### config.mk
export PLATFORM = sky130hd
export DESIGN_NAME = bsg_dff_en_rr_arb
export DESIGN_NICKNAME = d
export VERILOG_FILES = /design/src/rtl/bsg_dff_arb_pkg.sv /design/src/rtl/bsg_dff_reset_n_en.sv /design/src/rtl/bsg_dff_en_rr_arb.sv
export SDC_FILE = /design/constraint.sdc
export NUM_CORES = 1
export LEC_CHECK = 0
export CORE_UTILIZATION = 48
export CTS_CLUSTER_SIZE = 25
export DETAILED_ROUTE_END_ITERATION = 8
export GPL_TIMING_DRIVEN = 1
export PLACE_DENSITY = 0.81
export SYNTH_ARGS = -nofsm -noshare
export SYNTH_HDL_FRONTEND = slang
export SYNTH_SLANG_ARGS = --single-unit
### constraint.sdc
create_clock -name clk_i -period 8.6 [get_ports clk_i]
set_input_delay 1.72 -clock clk_i [delete_from_list [all_inputs] [get_ports clk_i]]
set_output_delay 1.72 -clock clk_i [all_outputs]
set_load 0.05 [all_outputs]
### src/rtl/bsg_dff_arb_pkg.sv
// bsg_dff_arb_pkg: shared helpers for the round-robin holding-register arbiter.
//   id_width : width of an owner id for a given requester count (minimum 1 bit)
//   wrap_inc : advance a requester index, wrapping from els-1 back to 0
package bsg_dff_arb_pkg;

  function automatic int id_width(input int els);
    return (els > 1) ? $clog2(els) : 1;
  endfunction

  function automatic int wrap_inc(input int idx, input int els);
    return (idx >= els - 1) ? 0 : idx + 1;
  endfunction

endpackage

### src/rtl/bsg_dff_reset_n_en.sv
// bsg_dff_reset_n_en: register with synchronous active-low reset and load enable.
//   clk_i     : clock
//   reset_n_i : synchronous reset, active low (clears to zero)
//   en_i      : load data_i on the next posedge
//   data_i    : next value
//   data_o    : held value
module bsg_dff_reset_n_en #(
  parameter int width_p = 1
) (
  input  logic               clk_i,
  input  logic               reset_n_i,
  input  logic               en_i,
  input  logic [width_p-1:0] data_i,
  output logic [width_p-1:0] data_o
);

  logic [width_p-1:0] data_q, data_d;

  assign data_d = en_i ? data_i : data_q;

  always_ff @(posedge clk_i) begin
    if (!reset_n_i) data_q <= '0;
    else            data_q <= data_d;
  end

  assign data_o = data_q;

endmodule

### src/rtl/bsg_dff_en_rr_arb.sv
// bsg_dff_en_rr_arb: round-robin arbiter sharing one holding register between
// els_p requesters; the held entry is drained through a valid/yumi handshake.
//   clk_i     : clock
//   reset_n_i : synchronous reset, active low
//   v_i       : per-requester valid
//   data_i    : per-requester data, requester k at [k*width_p +: width_p]
//   yumi_o    : one-hot accept, high in the cycle a request is consumed
//   v_o       : holding register holds a valid entry
//   data_o    : held data
//   id_o      : index of the requester whose data is held
//   yumi_i    : consumer pops the held entry
//   lock_i    : (BSG_DFF_ARB_LOCK_EN only) keep priority on the winner
// Optional macro BSG_DFF_ARB_LOCK_EN adds lock_i for back-to-back bursts.
module bsg_dff_en_rr_arb
  import bsg_dff_arb_pkg::*;
#(
  parameter  int els_p       = 4,
  parameter  int width_p     = 16,
  localparam int id_width_lp = id_width(els_p)
) (
  input  logic                       clk_i,
  input  logic                       reset_n_i,
  input  logic [els_p-1:0]           v_i,
  input  logic [els_p*width_p-1:0]   data_i,
  output logic [els_p-1:0]           yumi_o,
  output logic                       v_o,
  output logic [width_p-1:0]         data_o,
  output logic [id_width_lp-1:0]     id_o,
`ifdef BSG_DFF_ARB_LOCK_EN
  input  logic [els_p-1:0]           lock_i,
`endif
  input  logic                       yumi_i
);

  logic [id_width_lp-1:0] ptr_q, ptr_d, ptr_inc, win_id;
  logic [width_p-1:0]     win_data;
  logic                   found, can_load, load;
  logic                   full_q, full_d;

  // Scan from the priority pointer, wrapping, and take the first valid bit.
  always_comb begin
    int idx;
    idx      = 0;
    found    = 1'b0;
    win_id   = '0;
    win_data = '0;
    for (int i = 0; i < els_p; i++) begin
      idx = int'(ptr_q) + i;
      if (idx >= els_p) idx = idx - els_p;
      if (!found && v_i[idx]) begin
        found    = 1'b1;
        win_id   = id_width_lp'(idx);
        win_data = data_i[idx*width_p +: width_p];
      end
    end
  end

  // A pop frees the slot in the same cycle, so load and pop can overlap.
  assign can_load = ~full_q | yumi_i;
  assign load     = found & can_load & reset_n_i;

  always_comb begin
    yumi_o         = '0;
    yumi_o[win_id] = load;
  end

  assign ptr_inc = id_width_lp'(wrap_inc(int'(win_id), els_p));

  // With the lock feature a locked winner keeps the pointer. The lock drops
  // by itself once the owner goes idle: the scan from ptr_q then picks
  // someone else and the pointer moves past that winner.
  always_comb begin
    ptr_d = ptr_q;
    if (load) begin
`ifdef BSG_DFF_ARB_LOCK_EN
      if (lock_i[win_id]) ptr_d = win_id;
      else                ptr_d = ptr_inc;
`else
      ptr_d = ptr_inc;
`endif
    end
  end

  always_comb begin
    full_d = full_q;
    if (load)        full_d = 1'b1;
    else if (yumi_i) full_d = 1'b0;
  end

  always_ff @(posedge clk_i) begin
    if (!reset_n_i) begin
      full_q <= 1'b0;
      ptr_q  <= '0;
    end else begin
      full_q <= full_d;
      ptr_q  <= ptr_d;
    end
  end

  bsg_dff_reset_n_en #(.width_p(width_p)) data_reg (
    .clk_i    (clk_i),
    .reset_n_i(reset_n_i),
    .en_i     (load),
    .data_i   (win_data),
    .data_o   (data_o)
  );

  bsg_dff_reset_n_en #(.width_p(id_width_lp)) id_reg (
    .clk_i    (clk_i),
    .reset_n_i(reset_n_i),
    .en_i     (load),
    .data_i   (win_id),
    .data_o   (id_o)
  );

  assign v_o = full_q;

  // Popping an empty register is a consumer bug; the logic tolerates it.
  a_no_pop_when_empty: assert property (
    @(posedge clk_i) disable iff (!reset_n_i) yumi_i |-> full_q);

endmodule

# Word-level counts from Yosys, hierarchy flattened
# Cells that the tools add are included.
# Widths: inputs -> output; s select.
# classes
add_sub_neg	8
order_cmp	11
shift	4
n_mux	33
bitwise	5
reduce_logical	8
# op_table
operator	n
$shiftx 64x32->16	4
$lt 32x4->1 const B	4
$mux 32	4
$mux 16	4
$mux 1	15
$sub 3x3->4 const B	3
$mux 2	5
$ge 3x3->1 const B	3
$bmux 1 s2	4
$add 2x2->3 const B	2
$and 4x4->4	1
$logic_and 1x1->1	4
$sub 2x3->4 const B	1
$add 2x1->3 const B	1
$ge 2x3->1 const B	1
$logic_not 1->1	3
$lt 2x3->1 const B	1
$add 2x1->2 const B	1
$and 1x1->1	2
$demux 1 s2	1
$ge 2x1->1 const B	1
$ge 2x2->1 const B	1
$reduce_bool 2->1	1
$not 1->1	1
$or 1x1->1	1
# word_totals
regBits	21
input_bits	71
out_inout_bits	23
word_cells	73

# Depth between registers and ports, before layout
# Gate-level depths: netlist of run 1.
# logic_depth
ltp_word	20
depth_mapped	11
depth_no_buf	7

# Hierarchy
# Synthesis of run 1 repeated with hierarchy kept, for this count alone.
# unflattened
cells_unflattened	363
area_unflattened_um2	3091.7
# by_module_without_submodules
mod	instances	cells_each	area_each_um2	seq_area_each_um2
bsg_dff_en_rr_arb	1	306	2403.6	60.1
bsg_dff_reset_n_en (data_reg)	1	51	615.6	320.3
bsg_dff_reset_n_en (id_reg)	1	6	72.6	40.0

# Worst setup path before layout of run 1
# No wires, ideal clock.
# synth_path
path_kind	in2out
start	input port v_i[1]
end	output port yumi_o[0]
t_arrival_ns	3.399
t_required_ns	6.880
slack_ns	3.481
path_stages	7
path_buffers	2
path_cell_list	buf_2 -> buf_2 -> nor2_1 -> o31ai_1 -> a32oi_1 -> or2_2 -> nor2_1
# synth_via
elab_chain_len	18
elab_cells_between_ends	34
classes_between	2 x order compare; 22 x mux; 3 x bitwise; 7 x reduce/logical
# synth_lines
item	line	rtl
from (decl)	bsg_dff_en_rr_arb.sv:23	input logic [els_p-1:0] v_i,
$bmux 1 s2	bsg_dff_en_rr_arb.sv:50	if (!found && v_i[idx]) begin
$mux 1 (implied by the code) (2 in a row)	bsg_dff_en_rr_arb.sv:50	
$mux 1	bsg_dff_en_rr_arb.sv:50	
$logic_not 1->1	bsg_dff_en_rr_arb.sv:50	
$logic_and 1x1->1	bsg_dff_en_rr_arb.sv:50	
$mux 1	bsg_dff_en_rr_arb.sv:50	
$logic_not 1->1	bsg_dff_en_rr_arb.sv:50	
$logic_and 1x1->1	bsg_dff_en_rr_arb.sv:50	
$mux 1	bsg_dff_en_rr_arb.sv:50	
$logic_not 1->1	bsg_dff_en_rr_arb.sv:50	
$logic_and 1x1->1	bsg_dff_en_rr_arb.sv:50	
$mux 2	bsg_dff_en_rr_arb.sv:50	
$lt 2x3->1 (implied by the code) or $ge 2x1->1 (tied branches)	bsg_dff_en_rr_arb.sv:64	yumi_o[win_id] = load;
$logic_and 1x1->1 (implied by the code)	bsg_dff_en_rr_arb.sv:64	
$mux 1 (implied by the code)	bsg_dff_en_rr_arb.sv:64	
$demux 1 s2	bsg_dff_en_rr_arb.sv:64	
$and 4x4->4 (no source line) (*)	--	
to (decl)	bsg_dff_en_rr_arb.sv:25	output logic [els_p-1:0] yumi_o,
# Mark *: on every way between the ends. The rest lies on a longest branch, timed or not. The select of a mux whose other input is x is not followed.

# Worst setup path in the final report of run 1
# layout_path
start	input port v_i[0]
end	output port yumi_o[1]
# Same word-level chain as after synthesis.

==> results of run 1 <==
==> logic make-up after synthesis <==
logic type	count (synthesis)	share of synthesized area (%)
and+or+nand+nor	93	14.73
AOI/OAI and AO/OA	115	24.24
muxes	81	38.73
xor gates and xnor gates	1	0.2706
buffers and inverters	52	7.885
DFF	21	12.99
adders and majority gates	3	1.160
==> routing by layer <==
metal	up-vias	global-route usage (%)	part of all wire [%]
met5	-	0	0
met4	0	6.583	0.72
met3	6	3.660	6.2
met2	112	41.65	48
met1	1521	33.27	45
li1	1554	-	-
==> worst max-delay path by stage <==
stage	start	cells past startpoint	endpoint	slack, ps
6_report	v_i[0]	6	yumi_o[1]	1960
5_1_grt	v_i[0]	6	yumi_o[1]	1780
4_1_cts	v_i[0]	6	yumi_o[1]	1990
3_5_place_dp	v_i[0]	6	yumi_o[1]	1990
3_3_place_gp	v_i[0]	6	yumi_o[1]	2060
2_1_floorplan	v_i[1]	7	yumi_o[0]	3480
==> where the power goes <==
group	internal, uW	total, uW	switching (uW)
clock network	32.4	70.0	37.5
logic	253	543	290
registers	119	151	31.8
==> metrics by stage <==
| step | power, uW | utilization, % | worst slack (ps) | instances |
|---|---|---|---|---|
| 2_1_floorplan | 569.4 | - | 3481 | 366 |
| 3_3_place_gp | 683.2 | 63.74 | 2060 | 502 |
| 3_5_place_dp | 693.1 | 63.74 | 1994 | 502 |
| 4_1_cts | 763.7 | 64.47 | 1994 | 506 |
| 5_1_grt | 813.8 | 64.47 | 1777 | 506 |
| 6_report | 764.0 | 64.47 | 1963 | 506 |
==> placed cells by master, fill, tap and decap left out, types with 2 or more instances in the layout <==
| cell | n |
|---|---|
| o22ai_2 | 2 |
| mux2_2 | 10 |
| o31ai_1 | 8 |
| clkdlybuf4s50_1 | 93 |
| nand2b_1 | 4 |
| ha_1 | 2 |
| nand3_1 | 10 |
| nand2_1 | 38 |
| o22ai_1 | 7 |
| mux2i_1 | 36 |
| nor2_1 | 16 |
| clkbuf_8 | 3 |
| a221oi_1 | 9 |
| o21ai_0 | 46 |
| o32ai_1 | 2 |
| nand3b_1 | 3 |
| nor4b_1 | 2 |
| or2_2 | 3 |
| a211oi_1 | 16 |
| inv_1 | 14 |
| a21oi_1 | 3 |
| nor2b_1 | 4 |
| and2b_1 | 7 |
| a21o_1 | 8 |
| buf_4 | 3 |
| a32o_1 | 9 |
| dfxtp_1 | 20 |
| mux4_2 | 34 |
| a32oi_1 | 2 |
==> state kept, by name (all words and copies together), names as in the netlist <==
register	flops
data_reg.data_o	16
id_reg.data_o	2
ptr_q	2
v_o	1
==> cell type report <==
class / instances / area (um2)
Tap cell: 77 / 96.34
Inverter: 15 / 56.30
Fill cell: 531 / 2282
Timing Repair Buffer: 96 / 953.4
Multi-Input combinational cell: 293 / 2564
Clock inverter: 1 / 5.005
Clock buffer: 3 / 41.29
Sequential cell: 21 / 424.2
==> impl_results.md, run 1 <==
* Run status: finished with violations
* Failing checks: design-rule violations
* CP bufs+invs at 2
* Most numerous cell on the critical path: clkdlybuf4s50_1
* Worst Hold Class: register to register
* Largest area contributor in the netlist: mux4_2
* Number of max-cap violations at 0
* Layout cells sized above 1 at between 10% and 20%
* CTS tree: done
* CTS HTree Levels at 1
* Final Max Tran Viols at 0
* First DRT Iteration DRCs at approximately 230
* CP Class: input port to output pin
* Vias at 3193
* Area of the die at just over 7000 um2
* Postcts setup bufs at 0
* # resized after CTS at 0
* Crit end category: output pin
* Initial Util at between 50 and 60%
* Worst R2R Setup Slack at roughly 4200 ps
* Die Ht at ~84 um
* Synth area leaders: mux4_2, dfxtp_1, mux2i_1, o21ai_0, nand2_1
* TritonRoute pass-1 iters at 6
* Remaining Overflow, GRT at 0
* Fin Clk Skew at approximately 1.3 ps
* Final instance area at between 4000 and 5000 um2
* GPL Wtd Cong at 0.8523
* Number of flops mapped to enable cells by yosys at 0
* Setup tns final at 0 ps
* Most frequent cell after synthesis: o21ai_0
* Maximum clock rate at about 150 MHz
* Fraction of registers with async set/reset at 0%
* Post-synth top cells: o21ai_0, nand2_1, mux2i_1, mux4_2, dfxtp_1
* Seq cells post-synth at 21
* DRC Markers at 16
* Drt via density at about 6.3
* Vias in the first global route at ~3.0k
* Syn Nets at 440
* CTS buffer count at 3
* First-pass GRT wire length at 14.36 mm
* Hold Path Origin: data_reg.data_o[3]
* Worst-path clk slew at 90 ps
* Final WL at ~9 mm
* Cell Rows at 29
* Reg2reg path depth at 7
* Final Hold Violating Endpoints at 0
* Reg2reg end: data_reg.data_o[15]
* Synth Cell Area at 3237 um2
* Post-layout net count at 504
* Worst-margin pin slew at roughly 1100 ps
* Leak at between 0.001 and 0.0015 uW
* Power per Cell Area at approximately 180 nW/um2
* Cts hold-fix bufs at 0
* Largest net degree at the start of global routing at 70
* Antenna violations before repair at 0
* Number of distinct library cells after synthesis at 43
* Fraction of the yosys area taken by sequential cells at around 13%
* Cell count of the worst hold path at 1
* Hold Crit Endpoint: data_reg.data_o[3]
* RSZ-0062 raised after global routing: false
* Hold_ws at 474.4 ps
* Data arrival, critical path at slightly below 5000 ps
* Synth Area per Inst at 8.844 um2
* Layout area overhead at 27.91%
* Startpoint types: input port
* Final setup violation count at 0
* Total Routing Usage GR at around a quarter
* Max stage delay on crit path at 960 ps
* Worst path required time at approximately 7000 ps
* Antenna diodes at 0
* DR WL/cell at 17.35 um
* Placed Area at between 4000 and 5000 um2
* Core footprint at between 6000 and 7000 um2
* Max stage delay cell, worst path: clkdlybuf4s50_1
* Yosys top cell area share at about a quarter
* Port bufs at between 90 and 100
* Root Driver: clkbuf_8
* Die W at about 84 um
* Worst vdd ir at approximately 95 uV
* Period minus WS final at ~6600 ps
* Clock Sinks at 21
* Cells after Synth at 366
* IO Pins at 94
* Final ANT Viol Nets at 0
* Post-DP HPWL at between 6 and 7 mm
* Period utilisation layout at between 70% and 80%
* Predominant post-synthesis flop cell: dfxtp_1
* Clk_lat worst skew at around 270 ps
* Worst-path fanout max at 23
* Reg2reg start: ptr_q[1]
* Clock Path Buffers at 2
* Kind of cell adding the most delay to the critical path: buffers and inverters
* Yosys warns at 0
* Slew HR at about a quarter
* Crit path cell chain: clkdlybuf4s50_1, nor4_1, nand3b_1, or2_2, nor2_1, clkdlybuf4s50_1
No activity file was read; power rests on OpenSTA's default activity.
==> run 2: changes to the inputs <==
CORE_UTILIZATION = 44   (was 48)
PLACE_DENSITY = 0.78   (was 0.81)
clock period = 5.4 ns   (was 8.6 ns; I/O delays follow)
==> run 2 against run 1 <==
The flow now finishes without violations; clock power grew 63%; highest routed layer unchanged; worst setup slack lost 1000 ps; register-to-register slack lost 2600 ps.
==> impl_results.md, run 2 (same netlist as run 1, synthesis figures left out) <==
* Worst setup path startpoint: v_i[2]
* Power after layout at 1244 uW (+63%)
* Drt via density at 6.388 (+1.2%)
* Reg2reg start: ptr_q[1]
* Startpoint types: input port
* FF/Latch Area at 424.2 um2 (unchanged)
* RSZ-0062 raised after global routing: false
* Setup crit end: yumi_o[3]
* Layout area overhead at 30.42%
* Number of max-cap violations at 0 (unchanged)
* Total Routing Usage GR at 24.21% (-0.53 points)
* Setup tns final at 0 ps (unchanged)
* Cell Rows at 30 (+3.4%)
* DRC Markers at 0 (-16)
* Final Max Tran Viols at 0 (unchanged)
* GPL Wtd Cong at 0.8021 (-5.9%)
* Period utilisation layout at just over 80%
* Die Ht at 87.77 um (+4.3%)
* # resized after CTS at 0 (unchanged)
* TritonRoute pass-1 iters at 5 (-1)
* IO Pins at 94 (unchanged)
* Period minus WS final at about 4500 ps
* Port bufs at 93 (unchanged)
* Final WL at 9.427 mm (+7.4%)
* Root Driver: clkbuf_8
* Worst vdd ir at 152.2 uV (+61%)
* Most common cell after layout, fill and taps aside: clkdlybuf4s50_1
* Final Hold Violating Endpoints at 0 (unchanged)
* Vias at 3379 (+5.8%)
* # fillers at 600 (+13%)
* Vias in the first global route at 3138 (+4.3%)
* Antenna diodes at 0 (unchanged)
* Commonest cells after routing, fill and taps aside: clkdlybuf4s50_1, o21ai_0, nand2_1
* Antenna violations before repair at 0 (unchanged)
* Slew HR at 46.50% (+20 points)
* Power per Cell Area at 294.7 nW/um2 (+60%)
* Area of the die at 7704 um2 (+8.9%)
* Cts hold-fix bufs at 0 (unchanged)
* Postcts setup bufs at 0 (unchanged)
* Data arrival, critical path at 3390 ps (-1530 ps)
* Post-layout net count at 508 (+0.79%)
* Worst-path clk slew at 100 ps (about the same)
* Core footprint at 6944 um2 (+8.1%)
* Layout cells sized above 1 at 16.17% (+1.7 points)
* Final ANT Viol Nets at 0 (unchanged)
* CTS tree: done
* Clock Path Buffers at 2 (unchanged)
* First-pass GRT wire length at 15.04 mm (+4.8%)
* Initial Util at 46.61% (-3.8 points)
* Final setup violation count at 0 (unchanged)
* First DRT Iteration DRCs at 240 (+4.8%)
* DR WL/cell at 17.82 um (+2.7%)
* Worst-path fanout max at 20 (-13%)
* Max reg flops at 16 (unchanged)
* Remaining Overflow, GRT at 0 (unchanged)
* Worst-margin pin slew at 802.5 ps (-295.0 ps)
* CTS buffer count at 3 (unchanged)
* Hold_ws at 481.1 ps (+6.761 ps)
* Worst R2R Setup Slack at 1640 ps (-2580 ps)
* Final Util at 60.79% (-3.7 points)
* Die W at 87.77 um (+4.3%)
* CTS HTree Levels at 1 (unchanged)
* Largest net degree at the start of global routing at 69 (-1.4%)
* Worst path required time at 4320 ps (-2560 ps)
* Fin Clk Skew at 8.239 ps (+6.916 ps)
* Reg2reg path depth at 8 (+1)
* Run status: completed
* Clock Sinks at 21 (unchanged)
* Worst Hold Class: register to register
* Multi-input logic area at 2564 um2 (unchanged)
* Post-DP HPWL at 6.748 mm (+7.4%)
* CP Class: input port to output pin
* Reg2reg end: data_reg.data_o[12]
* Maximum clock rate at between 200 and 250 MHz
* Leak at 0.001501 uW (+2.4%)
* Clk_lat worst skew at 270 ps (about the same)
* Crit end category: output pin
==> run 2: cell type report <==
class,instances,area share (%)
clock inverters,1,0.1186
flip-flops and latches,21,10.05
well taps,96,2.845
repair buffers,100,23.95
inverters,15,1.334
multi-input cells,293,60.73
clock buffers,3,0.9781
==> run 2: metrics by stage <==
| stage | setup WS [ps] | instances | area, um2 |
|---|---|---|---|
| 4_1_cts | 959.0 | 529 | 4222 |
| 3_3_place_gp | 1030 | 525 | 4175 |
| 5_1_grt | 818.6 | 529 | 4222 |
| 3_5_place_dp | 961.4 | 525 | 4175 |
| 2_1_floorplan | 1396 | 366 | 3237 |
| 6_report | 928.4 | 529 | 4222 |
==> run 2: metal layers <==
layer / vias to the layer above / track usage (%) / part of all wire, %
li1: 1563 / - / -
met1: 1658 / 32.59 / 42
met2: 141 / 42.14 / 50
met3: 17 / 1.791 / 6.2
met4: 0 / 6.110 / 1.3
met5: - / 0 / 0
==> run 2: worst min path at each step <==
stage,startpoint,endpoint,slack (ps),cells past startpoint
detailed placement,data_reg.data_o[6],data_reg.data_o[6],460,1
CTS,data_reg.data_o[6],data_reg.data_o[6],480,1
floorplan,v_o,v_o,740,2
global placement,data_reg.data_o[9],data_reg.data_o[9],450,1
finish,data_reg.data_o[9],data_reg.data_o[9],480,1
global route,data_reg.data_o[6],data_reg.data_o[6],490,1
==> run 2: critical path, stage by stage <==
cell	delay, ps
clkdlybuf4s50_1	640
mux4_2	800
o22ai_2	190
o22a_2	260
inv_1	70
nor2_1	190
buf_12	160
==> run 2: report_power, final <==
group          switching, uW  internal [uW]  total [uW]  leakage, uW
clock network           62.3           51.7         114    0.0000255
logic                    493            412         905      0.00130
registers               35.8            189         225     0.000176
==> run 3: changes to the inputs <==
CORE_UTILIZATION = 48   (was 44)
PLACE_DENSITY = 0.81   (was 0.78)
clock period = 4.3 ns   (was 5.4 ns; I/O delays follow)
==> run 3 against run 2 <==
The flow now finishes with violations (design-rule violations); largest power group unchanged; first-iteration DRC count grew 35%; power grew 25%; clock-buffer cell count is the same; sequential share of layout area is essentially flat; critical endpoint unchanged; combinational power grew 25%; sequential power grew 26%; highest routed layer unchanged; clock skew shrank 6.4 ps; critical path depth is the same; via count shrank 2.3%; worst setup slack lost 450 ps; die area shrank 8.1%; clock power grew 24%.
==> impl_results.md, run 3 (same netlist as run 1, synthesis figures left out) <==
* Worst-margin pin slew at 809.0 ps (+6.451 ps)
* First-pass GRT wire length at 15.40 mm (+2.4%)
* Max stage delay on crit path at 690 ps (-110 ps)
* Most common cell after layout, fill and taps aside: clkdlybuf4s50_1
* Final setup violation count at 0 (unchanged)
* Run status: finished with violations
* IO Pins at 94 (unchanged)
* Post-DP HPWL at 6.467 mm (-4.2%)
* Reg2reg path depth at 8 (unchanged)
* Core footprint at 6422 um2 (-7.5%)
* Area of the die at 7076 um2 (-8.1%)
* CTS buffer count at 3 (unchanged)
* Max stage delay cell, worst path: mux4_2
* Vias in the first global route at 3262 (+4.0%)
* Multi-input logic area at 2564 um2 (unchanged)
* DRC Markers at 16 (+16)
* Clock Sinks at 21 (unchanged)
* Final WL at 9.097 mm (-3.5%)
* Crit. path cell count at 7 (unchanged)
* Clock Path Buffers at 2 (unchanged)
* Leak at 0.001514 uW (+0.85%)
* Cts hold-fix bufs at 0 (unchanged)
* Antenna diodes at 0 (unchanged)
* Die Ht at 84.12 um (-4.2%)
* Worst Hold Class: register to register
* Period utilisation layout at between 80% and 90%
* Cell count of the worst hold path at 1 (unchanged)
* Postcts setup bufs at 0 (unchanged)
* Final Max Tran Viols at 0 (unchanged)
* Remaining Overflow, GRT at 0 (unchanged)
* Layout area overhead at 30.54% (about the same)
* Clk_lat worst skew at 260 ps (about the same)
* Post-layout net count at 510 (+0.39%)
* Final Hold Violating Endpoints at 0 (unchanged)
* Maximum clock rate at between 200 and 300 MHz
* CP Class: input port to output pin
* Port bufs at 93 (unchanged)
* Drt via density at 6.445 (+0.90%)
* Vias at 3300 (-2.3%)
* Crit path cell chain: clkdlybuf4s50_1, mux4_2, o22ai_2, o22a_2, inv_1, nor2_1, buf_12
* FF/Latch Area at 424.2 um2 (unchanged)
* CTS HTree Levels at 1 (unchanged)
* Largest net degree at the start of global routing at 67 (-2.9%)
* Commonest cells after routing, fill and taps aside: clkdlybuf4s50_1, o21ai_0, nand2_1
* Crit end category: output pin
* Cell Rows at 29 (-3.3%)
* Total Routing Usage GR at 26.24% (+2.0 points)
* Fin Clk Skew at 1.808 ps (-6.430 ps)
* Hold_ws at 482.3 ps (+1.197 ps)
* CP bufs+invs at 3 (unchanged)
* Final ANT Viol Nets at 0 (unchanged)
* Antenna violations before repair at 0 (unchanged)
* Kind of cell adding the most delay to the critical path: buffers and inverters
* Layout cells sized above 1 at 16.55% (+0.39 points)
* Slew HR at 45.96% (-0.54 points)
* Initial Util at 50.40% (+3.8 points)
* Data arrival, critical path at 2960 ps (-430 ps)
* Root Driver: clkbuf_8
* DR WL/cell at 17.77 um (-0.30%)
* Failing checks: design-rule violations
* # fillers at 548 (-8.7%)
* GPL Wtd Cong at 0.8522 (+6.2%)
* Worst-path fanout max at 14 (-30%)
* Worst vdd ir at 209.3 uV (+37%)
* Number of max-cap violations at 0 (unchanged)
* Die W at 84.12 um (-4.2%)
* Max reg flops at 16 (unchanged)
* RSZ-0062 raised after global routing: false
* Power per Cell Area at 368.9 nW/um2 (+25%)
* CTS tree: done
* Period minus WS final at about 3800 ps
* # resized after CTS at 0 (unchanged)
* Setup tns final at 0 ps (unchanged)
* Worst-path clk slew at 90 ps (about the same)
* Worst path required time at 3440 ps (-880 ps)
* First DRT Iteration DRCs at 324 (+35%)
* TritonRoute pass-1 iters at 7 (+2)
* Startpoint types: input port
==> run 3: cell count changes in the layout (fill, tap and decap cells not counted) <==
| cell | previous run | this run |
|---|---|---|
| buf_4 | 8 | 9 |
| buf_12 | 3 | 4 |
==> run 3: per-layer routing <==
layer | global-route usage (%) | wire [um] | up-vias
met3 | 2.967 | 720 | 4
li1 | - | - | 1568
met2 | 45.31 | 4446 | 149
met5 | 0 | 0 | -
met4 | 5.799 | 36 | 0
met1 | 35.36 | 3893 | 1579
==> run 3: layout make-up <==
class                      instances  area share, %
clock buffer                       3         0.9772
clock inverter                     1         0.1184
inverter                          15          1.333
multi-input combinational        293          60.68
sequential                        21          10.04
tap                               77          2.280
timing repair buffer             102          24.58
==> run 3: metrics by stage <==
step / utilization, % / total power, uW / worst slack [ps] / cells / cell area, um2
final: 65.79 / 1559 / 475.3 / 512 / 4225
after global routing: 65.79 / 1661 / 325.5 / 512 / 4225
after CTS: 65.79 / 1554 / 478.9 / 512 / 4225
after detailed placement: 65.07 / 1415 / 482.3 / 508 / 4179
after global placement: 65.07 / 1391 / 514.9 / 508 / 4179
after floorplan: - / 1139 / 516.3 / 366 / 3237
==> run 3: report_power, final <==
| group | leakage [uW] | internal (uW) | switching (uW) | total [uW] |
|---|---|---|---|---|
| Clock | 0.0000255 | 64.8 | 75.8 | 141 |
| Combinational | 0.00131 | 523 | 611 | 1130 |
| Sequential | 0.000176 | 238 | 46.4 | 284 |
| Total | 0.00151 | 826 | 733 | 1560 |
==> run 3: path summary, 6_finish.rpt <==
kind | start | end | slack [ps]
worst max-delay path | v_i[2] | yumi_o[3] | 480
worst min-delay path | data_reg.data_o[3] | data_reg.data_o[3] | 480
worst max register to register | ptr_q[1] | data_reg.data_o[4] | 920
worst min register to register | data_reg.data_o[3] | data_reg.data_o[3] | 480
